$ cat config.mk
export PLATFORM = sky130hd
export DESIGN_NAME = alu_cntrl_pipe
export DESIGN_NICKNAME = d
export VERILOG_FILES = /design/src/rtl/alu_cntrl_pipe.sv
export SDC_FILE = /design/constraint.sdc
export NUM_CORES = 1
export LEC_CHECK = 0
export ABC_AREA = 1
export CORE_MARGIN = 4
export CORE_UTILIZATION = 55
export CTS_CLUSTER_DIAMETER = 50
export DETAILED_ROUTE_END_ITERATION = 12
export DONT_BUFFER_PORTS = 1
export PLACE_DENSITY = 0.69
export SLEW_MARGIN = 10
export SYNTH_ARGS = -nofsm -noshare
export SYNTH_HDL_FRONTEND = slang
export SYNTH_SLANG_ARGS = --single-unit
$ cat constraint.sdc
create_clock -name clk -period 2.7 [get_ports clk]
set_input_delay 0.54 -clock clk [delete_from_list [all_inputs] [get_ports clk]]
set_output_delay 0.54 -clock clk [all_outputs]
set_load 0.02 [all_outputs]
$ cat src/rtl/alu_cntrl_pipe.sv
// alu_cntrl_pipe: registered, handshaked ALU control decoder.
//
// Decodes a function code into a unit select (out_fc2) and a per-unit sub-op
// (out_fc4) and flags illegal codes. The result is held in a single output
// register behind a valid/ready handshake. Unit 2 is multi-cycle, so a busy
// counter spaces out back-to-back unit-2 issues.
//
// Ports:
//   clk, rst_n         clock, asynchronous active-low reset
//   flush              drops the held op and blocks input for this cycle
//   in_valid/in_ready  input handshake carrying in_func
//   in_func            function code
//   out_valid/out_ready output handshake
//   out_fc2, out_fc4   unit select and sub-op of the held op
//   out_illegal        held op came from an illegal code
//   mc_busy            unit-2 busy counter is non-zero
//   illegal_cnt        saturating count of illegal ops handed downstream
module alu_cntrl_pipe #(
  parameter int unsigned FUNC_W    = 4,
  parameter int unsigned UNIT_W    = 2,
  parameter int unsigned OP_W      = 4,
  parameter int unsigned MC_LAT    = 4,
  parameter int unsigned ILL_CNT_W = 8
) (
  input  logic                 clk,
  input  logic                 rst_n,
  input  logic                 flush,
  input  logic                 in_valid,
  output logic                 in_ready,
  input  logic [FUNC_W-1:0]    in_func,
  output logic                 out_valid,
  input  logic                 out_ready,
  output logic [UNIT_W-1:0]    out_fc2,
  output logic [OP_W-1:0]      out_fc4,
  output logic                 out_illegal,
  output logic                 mc_busy,
  output logic [ILL_CNT_W-1:0] illegal_cnt
);

  localparam int unsigned CntW = (MC_LAT < 1) ? 1 : $clog2(MC_LAT + 1);
  localparam logic [UNIT_W-1:0] UnitMc = UNIT_W'(2);

  logic [31:0]          func_ext;
  logic [UNIT_W-1:0]    dec_fc2;
  logic [OP_W-1:0]      dec_fc4;
  logic                 dec_ill;

  logic                 out_valid_q, out_valid_d;
  logic [UNIT_W-1:0]    out_fc2_q, out_fc2_d;
  logic [OP_W-1:0]      out_fc4_q, out_fc4_d;
  logic                 out_ill_q, out_ill_d;
  logic [CntW-1:0]      mc_cnt_q, mc_cnt_d;
  logic [ILL_CNT_W-1:0] ill_cnt_q, ill_cnt_d;

  logic                 accept;
  logic                 out_hs;
  logic                 mc_block;

  assign func_ext = 32'(in_func);

  // Function code decode.
  always_comb begin
    dec_fc2 = '0;
    dec_fc4 = '0;
    dec_ill = 1'b0;
    if (func_ext <= 32'd5) begin
      dec_fc4 = OP_W'(func_ext);
    end else if (func_ext <= 32'd9) begin
      dec_fc4 = OP_W'(func_ext + 32'd2);
    end else if (func_ext <= 32'd11) begin
      dec_fc2 = UNIT_W'(1);
      dec_fc4 = OP_W'(func_ext - 32'd10);
    end else if (func_ext <= 32'd14) begin
      dec_fc2 = UnitMc;
      dec_fc4 = OP_W'(func_ext - 32'd12);
    end else begin
      dec_fc2 = '1;
      dec_ill = 1'b1;
    end
  end

  // A unit-2 op must wait while unit 2 is still busy, and also while another
  // unit-2 op sits in the output register (its counter load is still pending).
  assign mc_block = (dec_fc2 == UnitMc) &
                    ((mc_cnt_q != '0) | (out_valid_q & (out_fc2_q == UnitMc)));
  assign in_ready = ~flush & (~out_valid_q | out_ready) & ~mc_block;
  assign accept   = in_valid & in_ready;
  assign out_hs   = out_valid_q & out_ready;

  always_comb begin
    out_valid_d = out_valid_q;
    out_fc2_d   = out_fc2_q;
    out_fc4_d   = out_fc4_q;
    out_ill_d   = out_ill_q;
    mc_cnt_d    = mc_cnt_q;
    ill_cnt_d   = ill_cnt_q;

    // accept cannot coincide with flush since in_ready is low during flush.
    if (flush) begin
      out_valid_d = 1'b0;
    end else if (accept) begin
      out_valid_d = 1'b1;
      out_fc2_d   = dec_fc2;
      out_fc4_d   = dec_fc4;
      out_ill_d   = dec_ill;
    end else if (out_hs) begin
      out_valid_d = 1'b0;
    end

    // flush leaves the counter alone: the unit is already executing.
    if (out_hs && (out_fc2_q == UnitMc)) begin
      mc_cnt_d = CntW'(MC_LAT);
    end else if (mc_cnt_q != '0) begin
      mc_cnt_d = mc_cnt_q - CntW'(1);
    end

    if (out_hs && out_ill_q && (ill_cnt_q != '1)) begin
      ill_cnt_d = ill_cnt_q + ILL_CNT_W'(1);
    end
  end

  always_ff @(posedge clk or negedge rst_n) begin
    if (!rst_n) begin
      out_valid_q <= 1'b0;
      out_fc2_q   <= '0;
      out_fc4_q   <= '0;
      out_ill_q   <= 1'b0;
      mc_cnt_q    <= '0;
      ill_cnt_q   <= '0;
    end else begin
      out_valid_q <= out_valid_d;
      out_fc2_q   <= out_fc2_d;
      out_fc4_q   <= out_fc4_d;
      out_ill_q   <= out_ill_d;
      mc_cnt_q    <= mc_cnt_d;
      ill_cnt_q   <= ill_cnt_d;
    end
  end

  assign out_valid   = out_valid_q;
  assign out_fc2     = out_fc2_q;
  assign out_fc4     = out_fc4_q;
  assign out_illegal = out_ill_q;
  assign mc_busy     = (mc_cnt_q != '0);
  assign illegal_cnt = ill_cnt_q;

endmodule

; Yosys cells after proc, flatten, opt, wreduce, memory -nomap -nowiden
; Index checks and enable logic that the tools add are counted.
[word_totals]
input_bits = 9
regBits = 19
wordCells = 53
output_inout_bits = 18
[op_classes]
n_reduce_logical = 7
magnitude_cmp = 4
eq_ne = 3
n_bitwise = 11
n_mux = 17
n_addsub = 5
[ops]
columns = cell, n
row1 = 2-to-1 mux 4 bit, 4
row2 = "<= comparator 4 bit, second input constant", 3
row3 = "adder 8 x 1 -> 8 bit, second input constant", 1
row4 = 2-to-1 mux 1 bit, 8
row5 = "inequality test 8 bit, second input constant", 1
row6 = "subtractor 4 bit, second input constant", 2
row7 = bitwise AND 1 bit, 6
row8 = 2-to-1 mux 2 bit, 3
row9 = 2-to-1 mux 3 bit, 2
row10 = nonzero test 3 bit, 2
row11 = "adder 4 x 2 -> 4 bit, second input constant", 1
row12 = "equality test 2 bit, second input constant", 2
row13 = "<= comparator 4 x 3 -> 1 bit, second input constant", 1
row14 = logical AND 1 bit, 3
row15 = NOT 1 bit, 3
row16 = "subtractor 3 x 1 -> 3 bit, second input constant", 1
row17 = OR 1 bit, 2
row18 = AND reduction 2 bit, 1
row19 = nonzero test 2 bit, 1

; Depth between registers and ports, before layout
; Gate-level depths: netlist (run 1).
[logic_depth]
word_depth = 12
depth_mapped = 11
ltp_nobuf = 11

; Worst setup path after synthesis (run 1)
; Ideal clock, no wire load.
[synth_path]
kind = input-to-output
startpoint = input in_func[2]
endpoint = output in_ready
setup_slack_ps = 810
cell_stages = 9
required_time_ps = 2160
path_buffers = 0
arrival_time_ps = 1350
cell_sequence = inv_1 -> ha_1 -> nand2_1 -> nand2_1 -> nand2_2 -> nand3_2 -> nand2_2 -> nand2_1 -> inv_1
[synth_via]
elab_chain_len = 9
word_cells_on_any_way = 12
classes_between = order compare: 4 / eq/ne: 1 / mux: 4 / bitwise: 3
[synth_lines]
columns = item, line
row1 = start: declaration, 30  ; input logic [FUNC_W-1:0] in_func,
row2 = <= comparator 4 bit, 73  ; end else if (func_ext <= 32'd14) begin
row3 = 2-to-1 mux 1 bit, 73
row4 = 2-to-1 mux 2 bit, 70  ; end else if (func_ext <= 32'd11) begin
row5 = 2-to-1 mux 2 bit, 68  ; end else if (func_ext <= 32'd9) begin
row6 = 2-to-1 mux 2 bit (*), 66  ; if (func_ext <= 32'd5) begin
row7 = equality test 2 bit (*), 84  ; assign mc_block = (dec_fc2 == UnitMc) &
row8 = bitwise AND 1 bit (*), 84
row9 = NOT 1 bit (*), 86  ; assign in_ready = ~flush & (~out_valid_q | out_ready) & ~mc_block;
row10 = bitwise AND 1 bit (*), 86
row11 = end: declaration, 29  ; output logic in_ready,
; Mark *: on every way between the ends. The rest lies on a longest branch, timed or not.

; Worst setup path in the final report (run 1)
[layout_path]
startpoint = register mc_cnt_q[0]
endpoint = output in_ready
[layout_via]
elab_chain_len = 5
[layout_lines]
columns = item, line
row1 = start: declaration, 52  ; logic [CntW-1:0] mc_cnt_q, mc_cnt_d;
row2 = start signal: assignment, 135  ; mc_cnt_q <= mc_cnt_d;
row3 = nonzero test 3 bit, 85  ; ((mc_cnt_q != '0) | (out_valid_q & (out_fc2_q == UnitMc)));
row4 = OR 1 bit, 85
row5 = bitwise AND 1 bit, 84
row6 = NOT 1 bit, 86
row7 = bitwise AND 1 bit, 86
; No other way between the ends.

==> results.json, run 1 <==
{
  "outcome": "finished, final reports clean",
  "avgRoutedWirePerCell_um": 12.3,
  "max_slew.worst_pin.slew_ns": 0.872,
  "ctsHtreeMaxLevel": 1,
  "grt.total_usage_pct": 18.0,
  "yosys_register_bits": 19,
  "wl_um": 2330,
  "worst-r2r-cell-count": 9,
  "num-nets-final": 181,
  "clock_latency_ns": 0.29,
  "num-fill-cells": 190,
  "power.ir.vdd_worst_mv": 0.400,
  "cellPowerDensity_nw_per_um2": 635,
  "cp.required_ns": 2.16,
  "tns_ns": 0,
  "cts_tree": "yes",
  "globalplace.congestion": 0.939,
  "r2r-end": "out_fc4[0]$_DFFE_PN0P_",
  "pre_cts_slack_ns": 0.702,
  "total_of_buffers_placed_on_input_and_output_ports": 0,
  "seq_total_area_yosys_pct": 39.4,
  "critical_path_class": "register to output port",
  "worstHoldEndpoint": "out_valid$_DFFE_PN0P_",
  "detailedRoute.firstPassIterationCount": 4,
  "finish.instance_area_um2": 1270,
  "mappedNetlistArea_um2": 1210,
  "final_layout_size_suffix_gt1_share_pct": 9.26,
  "report.final.setup_viol": 0,
  "post_synth_num_cell_types": 21,
  "synth_top_area_share_pct": 39.4,
  "maxSlewHeadroom_pct": 41.7,
  "worstSetupEndpointType": "output port",
  "cp-start-kind": "register",
  "place_area_um2": 1230,
  "grt_pass1_wl_um": 3870,
  "clock_sinks": 19,
  "post_cts_buffers": 0,
  "worst_clock_skew_ns": 0.00449,
  "ant_nets": 0,
  "vias_post_dr": 1012,
  "timing.fmax_ghz": 0.466,
  "synth_area_per_cell_um2": 7.64,
  "die_height_um": 54.9,
  "holdCritStartpoint": "flush",
  "timing.final.max_slew_violations": 0,
  "synthCells": 158,
  "synthTopCellsByArea": "sky130_fd_sc_hd__dfrtp_1 39%, sky130_fd_sc_hd__nand2_1 16%, sky130_fd_sc_hd__ha_1 9.3%",
  "start_util_pct": 59.7,
  "hold_depth": 1,
  "synth_top_cell_by_area": "sky130_fd_sc_hd__dfrtp_1",
  "hpwl_um": 1830,
  "grt.overflow.total": 0,
  "unrepaired_setup_endpoints_after_global_routing": "no",
  "fin_util_pct": 62.7,
  "insertedDiodeCount": 0,
  "largest_net_degree_at_the_start_of_global_routing": 20,
  "route.detailed.drc": 0,
  "leakagePower_nw": 0.663,
  "crit_path_max_fanout": 6,
  "initial_antenna_violation_count": 0,
  "rows": 16,
  "cp.arrival_ns": 1.60,
  "chipWidth_um": 54.9,
  "p_total_uw": 805,
  "clkSlewWorstSetupHoldPaths_ns": 0.11,
  "crit_path_time_final_ns": 2.14,
  "numCtsBuffers": 3,
  "multiInputGateArea_um2": 634,
  "io_pins": 27,
  "final_worst_slack_ns": 0.555,
  "syn_nets": 176,
  "drt_iter0_drc": 22,
  "timing.final.crit_share_pct": 79.4,
  "ff2ff_setup_slack_ns": 1.05,
  "r2r_start": "mc_cnt_q[0]$_DFFE_PN0P_",
  "timing.max_cap.violations": 0,
  "clk_root_buffer_cell": "sky130_fd_sc_hd__clkbuf_4",
  "area_growth_pct": 4.97,
  "final_hold_viol_count": 0,
  "core_um2": 2020,
  "die-area_um2": 3010,
  "post_drt_via_cell_ratio": 5.35,
  "hold_class": "primary input to register",
  "synth_warnings": 0,
  "seq_area_um2": 475,
  "ctsLongestPathBuffers": 2,
  "first_global_vias": 910
}
==> cell usage in the layout, fill, tap and decap left out <==
cell type | synthesis | layout
sky130_fd_sc_hd__nand2_1 | 53 | 53
sky130_fd_sc_hd__clkbuf_4 | 0 | 3
sky130_fd_sc_hd__nor3_1 | 3 | 3
sky130_fd_sc_hd__ha_1 | 9 | 9
sky130_fd_sc_hd__inv_1 | 22 | 22
sky130_fd_sc_hd__nor2_2 | 1 | 1
sky130_fd_sc_hd__dlygate4sd3_1 | 0 | 1
sky130_fd_sc_hd__o21ai_0 | 5 | 5
sky130_fd_sc_hd__dfrtp_1 | 19 | 19
sky130_fd_sc_hd__o31ai_1 | 1 | 1
sky130_fd_sc_hd__nand4_1 | 1 | 1
sky130_fd_sc_hd__and3_1 | 1 | 1
sky130_fd_sc_hd__inv_2 | 1 | 1
sky130_fd_sc_hd__nand3_2 | 2 | 2
sky130_fd_sc_hd__nor2_1 | 9 | 9
sky130_fd_sc_hd__o21ai_2 | 4 | 4
sky130_fd_sc_hd__o21ai_1 | 2 | 2
sky130_fd_sc_hd__nand2_2 | 3 | 3
sky130_fd_sc_hd__xnor2_1 | 4 | 4
sky130_fd_sc_hd__xor2_1 | 5 | 5
sky130_fd_sc_hd__a21oi_1 | 3 | 3
sky130_fd_sc_hd__clkinv_2 | 0 | 1
sky130_fd_sc_hd__nand3_1 | 9 | 9
==> critical path, cell delays in order (launching register included) <==
cell                      delay (ns)
sky130_fd_sc_hd__dfrtp_1        0.39
sky130_fd_sc_hd__inv_1          0.09
sky130_fd_sc_hd__ha_1           0.15
sky130_fd_sc_hd__inv_1          0.04
sky130_fd_sc_hd__nor2_2         0.20
sky130_fd_sc_hd__a21oi_1        0.12
sky130_fd_sc_hd__nand2_2        0.09
sky130_fd_sc_hd__nand2_1        0.07
sky130_fd_sc_hd__inv_1          0.16
==> kinds of logic after synthesis <==
kind of cell	Yosys count	share of synthesized area, %
AOI/OAI and AO/OA	15	7.67
xor gates and xnor gates	9	6.53
adders and majority gates	9	9.33
buffers and inverters	24	8.08
DFF	19	39.4
and+or+nand+nor	82	29.0
==> final cells by class <==
class                           count  share of cell area (%)
Clock buffer                        3                    1.78
Clock inverter                      1                   0.395
Inverter                           23                    6.81
Multi-Input combinational cell    115                    50.0
Sequential cell                    19                    37.5
Tap cell                           27                    2.67
Timing Repair Buffer                1                   0.790
==> how the worst max path moves through the flow <==
| stage | from | end | slack (ns) | cells after the start |
|---|---|---|---|---|
| 2_1_floorplan | in_func[2] | in_ready | 0.81 | 9 |
| 3_3_place_gp | in_func[2] | in_ready | 0.76 | 9 |
| 3_5_place_dp | in_func[2] | in_ready | 0.70 | 9 |
| 5_1_grt | mc_cnt_q[0]$_DFFE_PN0P_ | in_ready | 0.37 | 8 |
| 4_1_cts | mc_cnt_q[0]$_DFFE_PN0P_ | in_ready | 0.53 | 8 |
| 6_report | mc_cnt_q[0]$_DFFE_PN0P_ | in_ready | 0.56 | 8 |
==> sequential cells by signal, indices dropped and copies added (netlist names) <==
register,cells
illegal_cnt,8
mc_cnt_q,3
out_fc2,2
out_fc4,4
out_illegal,1
out_valid,1
==> timing repair <==
| action | CTS | global route |
|---|---|---|
| resized for setup | 0 | 0 |
| hold buffers | 1 | 0 |
| endpoints found under the hold margin | 19 | 0 |
==> cells in the mapped netlist <==
master	instances
sky130_fd_sc_hd__a21oi_1	3
sky130_fd_sc_hd__and3_1	1
sky130_fd_sc_hd__buf_6	1
sky130_fd_sc_hd__dfrtp_1	19
sky130_fd_sc_hd__ha_1	9
sky130_fd_sc_hd__inv_1	22
sky130_fd_sc_hd__inv_2	1
sky130_fd_sc_hd__nand2_1	53
sky130_fd_sc_hd__nand2_2	3
sky130_fd_sc_hd__nand3_1	9
sky130_fd_sc_hd__nand3_2	2
sky130_fd_sc_hd__nand4_1	1
sky130_fd_sc_hd__nor2_1	9
sky130_fd_sc_hd__nor2_2	1
sky130_fd_sc_hd__nor3_1	3
sky130_fd_sc_hd__o21ai_0	5
sky130_fd_sc_hd__o21ai_1	2
sky130_fd_sc_hd__o21ai_2	4
sky130_fd_sc_hd__o31ai_1	1
sky130_fd_sc_hd__xnor2_1	4
sky130_fd_sc_hd__xor2_1	5
==> layer usage <==
layer  share of wire, %  GRT usage [%]  wire length, um
met3                5.5           4.90              128
met1                 42           20.7              971
met2                 51           30.7             1200
met4                1.5           7.88               34
met5                  0              0                0
==> per-stage QoR <==
stage               instances  hold WS, ns
CTS                       189        0.312
detailed placement        184        0.245
floorplan                 158        0.244
global placement          184        0.245
global route              189        0.288
finish                    189        0.328
==> power by group <==
group | leakage (nW) | internal [mW] | switching, mW
Clock | 0.0177 | 0.0551 | 0.0899
Combinational | 0.404 | 0.0879 | 0.139
Sequential | 0.241 | 0.344 | 0.0895
Total | 0.663 | 0.487 | 0.319
Note: power is estimated with default switching activity, not from simulation.
==> inputs of run 2 (changes only) <==
Settings changed: PLACE_DENSITY 0.69 to 0.72.
Clock period 2.7 ns to 1.8 ns, I/O delays scaled along.
==> run 2 against run 1 <==
Compared with the run above:
- worst hold slack got worse by 0.18 ns
- register-to-register slack got worse by 0.77 ns
- combinational power up 120%
- cell count is 3.2% higher
- setup slack worse by 0.50 ns
- sequential power increased by 48%
- total power is 67% higher
- via count grew 0.40%
- die area unchanged
- routed wire length is 6.5% higher
- non-clock buffer count increased by 6
- largest power group unchanged
==> results.json, run 2 (synthesis gave the netlist of run 1 again) <==
{
  "switching_share_pct": 39.3,
  "io_pins": 27,
  "cp-start-kind": "register",
  "globalplace.congestion": 0.882,
  "final_layout_size_suffix_gt1_share_pct": 17.9,
  "timing.fmax_ghz": 0.573,
  "grt.total_usage_pct": 18.5,
  "cp.required_ns": 1.44,
  "timing.max_cap.violations": 0,
  "vias_post_dr": 1016,
  "die_height_um": 54.9,
  "holdCritStartpoint": "flush",
  "die-area_um2": 3010,
  "num-nets-final": 187,
  "drt_iter0_drc": 14,
  "ctsLongestPathBuffers": 2,
  "clk_root_buffer_cell": "sky130_fd_sc_hd__clkbuf_4",
  "outcome": "finished, final reports clean",
  "ctsHtreeMaxLevel": 1,
  "number_of_flip_flops_in_the_largest_register": 8,
  "rows": 16,
  "ff2ff_setup_slack_ns": 0.28,
  "cp.arrival_ns": 1.38,
  "area_growth_pct": 11.5,
  "p_int_uw": 819,
  "core_um2": 2020,
  "timing.final.crit_share_pct": 96.9,
  "total_of_buffers_placed_on_input_and_output_ports": 0,
  "clock_sinks": 19,
  "start_util_pct": 59.7,
  "hpwl_um": 1950,
  "clock_latency_ns": 0.29,
  "cellPowerDensity_nw_per_um2": 1000,
  "worst_clock_skew_ns": 0.00427,
  "hold_depth": 1,
  "chipWidth_um": 54.9,
  "r2r-end": "out_fc4[1]$_DFFE_PN0P_",
  "max_slew.worst_pin.slew_ns": 0.827,
  "insertedDiodeCount": 0,
  "timing.final.max_slew_violations": 0,
  "cts_tree": "yes",
  "clkSlewWorstSetupHoldPaths_ns": 0.11,
  "crit_path_time_final_ns": 1.74,
  "p_clk_share_pct": 15.7,
  "route.detailed.drc": 0,
  "slowest_delay_ns": 0.41,
  "critical_path.cell_chain": "inv_2, ha_4, inv_2, nor2_4, a21oi_2, nand2_2, nand2_4, inv_4",
  "post_drt_via_cell_ratio": 5.21,
  "report.final.setup_viol": 0,
  "power.share.combinational_pct": 36.7,
  "total_switching_power_uw": 529,
  "cp_slowest_cell": "sky130_fd_sc_hd__dfrtp_1",
  "seq_area_um2": 479,
  "hold_class": "primary input to register",
  "critical_path_most_common_cell": "sky130_fd_sc_hd__inv_2",
  "num-fill-cells": 172,
  "crit_path_max_fanout": 2,
  "p_total_mw": 1.35,
  "grt_pass1_wl_um": 3980,
  "initial_antenna_violation_count": 0,
  "power.ir.vdd_worst_mv": 0.528,
  "avgRoutedWirePerCell_um": 12.7,
  "largest_net_degree_at_the_start_of_global_routing": 20,
  "worstSetupEndpointType": "output port",
  "layout.cells.most_common": "sky130_fd_sc_hd__nand2_1",
  "seq_power_share_pct": 47.6,
  "final_instance_count_excl_fillers": 195,
  "dp_cells": 188,
  "final_hold_viol_count": 0,
  "worstHoldEndpoint": "out_valid$_DFFE_PN0P_",
  "detailedRoute.firstPassIterationCount": 4,
  "maxSlewHeadroom_pct": 44.7,
  "grt.overflow.total": 0,
  "first_global_vias": 945,
  "ant_nets": 0,
  "wl_um": 2480,
  "leakagePower_nw": 0.685,
  "multiInputGateArea_um2": 663,
  "r2r_start": "mc_cnt_q[1]$_DFFE_PN0P_",
  "worst-r2r-cell-count": 9,
  "most-common-layout-cells": "52 x sky130_fd_sc_hd__nand2_1, 18 x sky130_fd_sc_hd__inv_1, 16 x sky130_fd_sc_hd__dfrtp_1, 9 x sky130_fd_sc_hd__nand3_1, 9 x sky130_fd_sc_hd__nor2_1",
  "critical_path_class": "register to output port",
  "numCtsBuffers": 3
}
==> run 2: power by group through the flow <==
stage | Clock [mW] | Sequential (mW) | Combinational (mW)
after floorplan | 0 | 0.642 | 0.286
after global placement | 0 | 0.636 | 0.376
after detailed placement | 0 | 0.641 | 0.397
after CTS | 0.221 | 0.636 | 0.436
after global routing | 0.248 | 0.654 | 0.546
final | 0.212 | 0.642 | 0.494
==> run 2: worst max-delay path: cells and delay by family (launching register included) <==
kind	cells	cell delay [ns]
buffers and inverters	3	0.22
flip-flops	1	0.41
AND/OR/NAND/NOR	3	0.26
adder cells (fa/ha/maj)	1	0.14
AO/OA/AOI/OAI	1	0.07
==> run 2: worst max path at each step <==
stage                       startpoint        to  slack, ns  depth (start not counted)
2_1_floorplan               in_func[2]  in_ready       0.27                          9
3_3_place_gp                in_func[3]  in_ready       0.20                          9
3_5_place_dp                in_func[2]  in_ready       0.17                          9
4_1_cts        mc_cnt_q[1]$_DFFE_PN0P_  in_ready      0.007                          8
5_1_grt        mc_cnt_q[1]$_DFFE_PN0P_  in_ready      -0.04                          8
6_report       mc_cnt_q[1]$_DFFE_PN0P_  in_ready       0.06                          8
==> run 2: routing by layer <==
metal | GRT usage (%) | vias to the layer above | routed length (um)
li1 | - | 515 | -
met1 | 19.4 | 462 | 925
met2 | 33.1 | 29 | 1350
met3 | 3.54 | 10 | 131
met4 | 11.6 | 0 | 81
met5 | 0 | - | 0
==> run 2: final cells by class <==
class                   count  share of cell area (%)
clock buffers               4                    1.95
inverters                  23                    6.60
multi-input cells         115                    49.3
flip-flops and latches     19                    35.6
well taps                  27                    2.51
repair buffers              7                    4.09
==> run 2: repair_timing <==
action	in CTS	in global routing
hold endpoints to repair	19	0
hold buffers	1	0
buffers inserted	1	1
cloned	0	0
pin swaps	1	4
setup endpoints to repair	1	2
resized for setup	6	8
==> run 2: metrics by stage <==
stage	setup WS [ns]	utilization, %	cell area, um2	TNS (ns)	hold slack [ns]
CTS	0.00741	64.9	1310	0	0.141
finish	0.0559	66.6	1350	0	0.144
detailed placement	0.171	62.3	1260	0	0.0648
floorplan	0.270	-	1210	0	0.0644
global route	-0.0384	66.6	1350	-0.0384	0.122
global placement	0.199	62.3	1260	0	0.0649
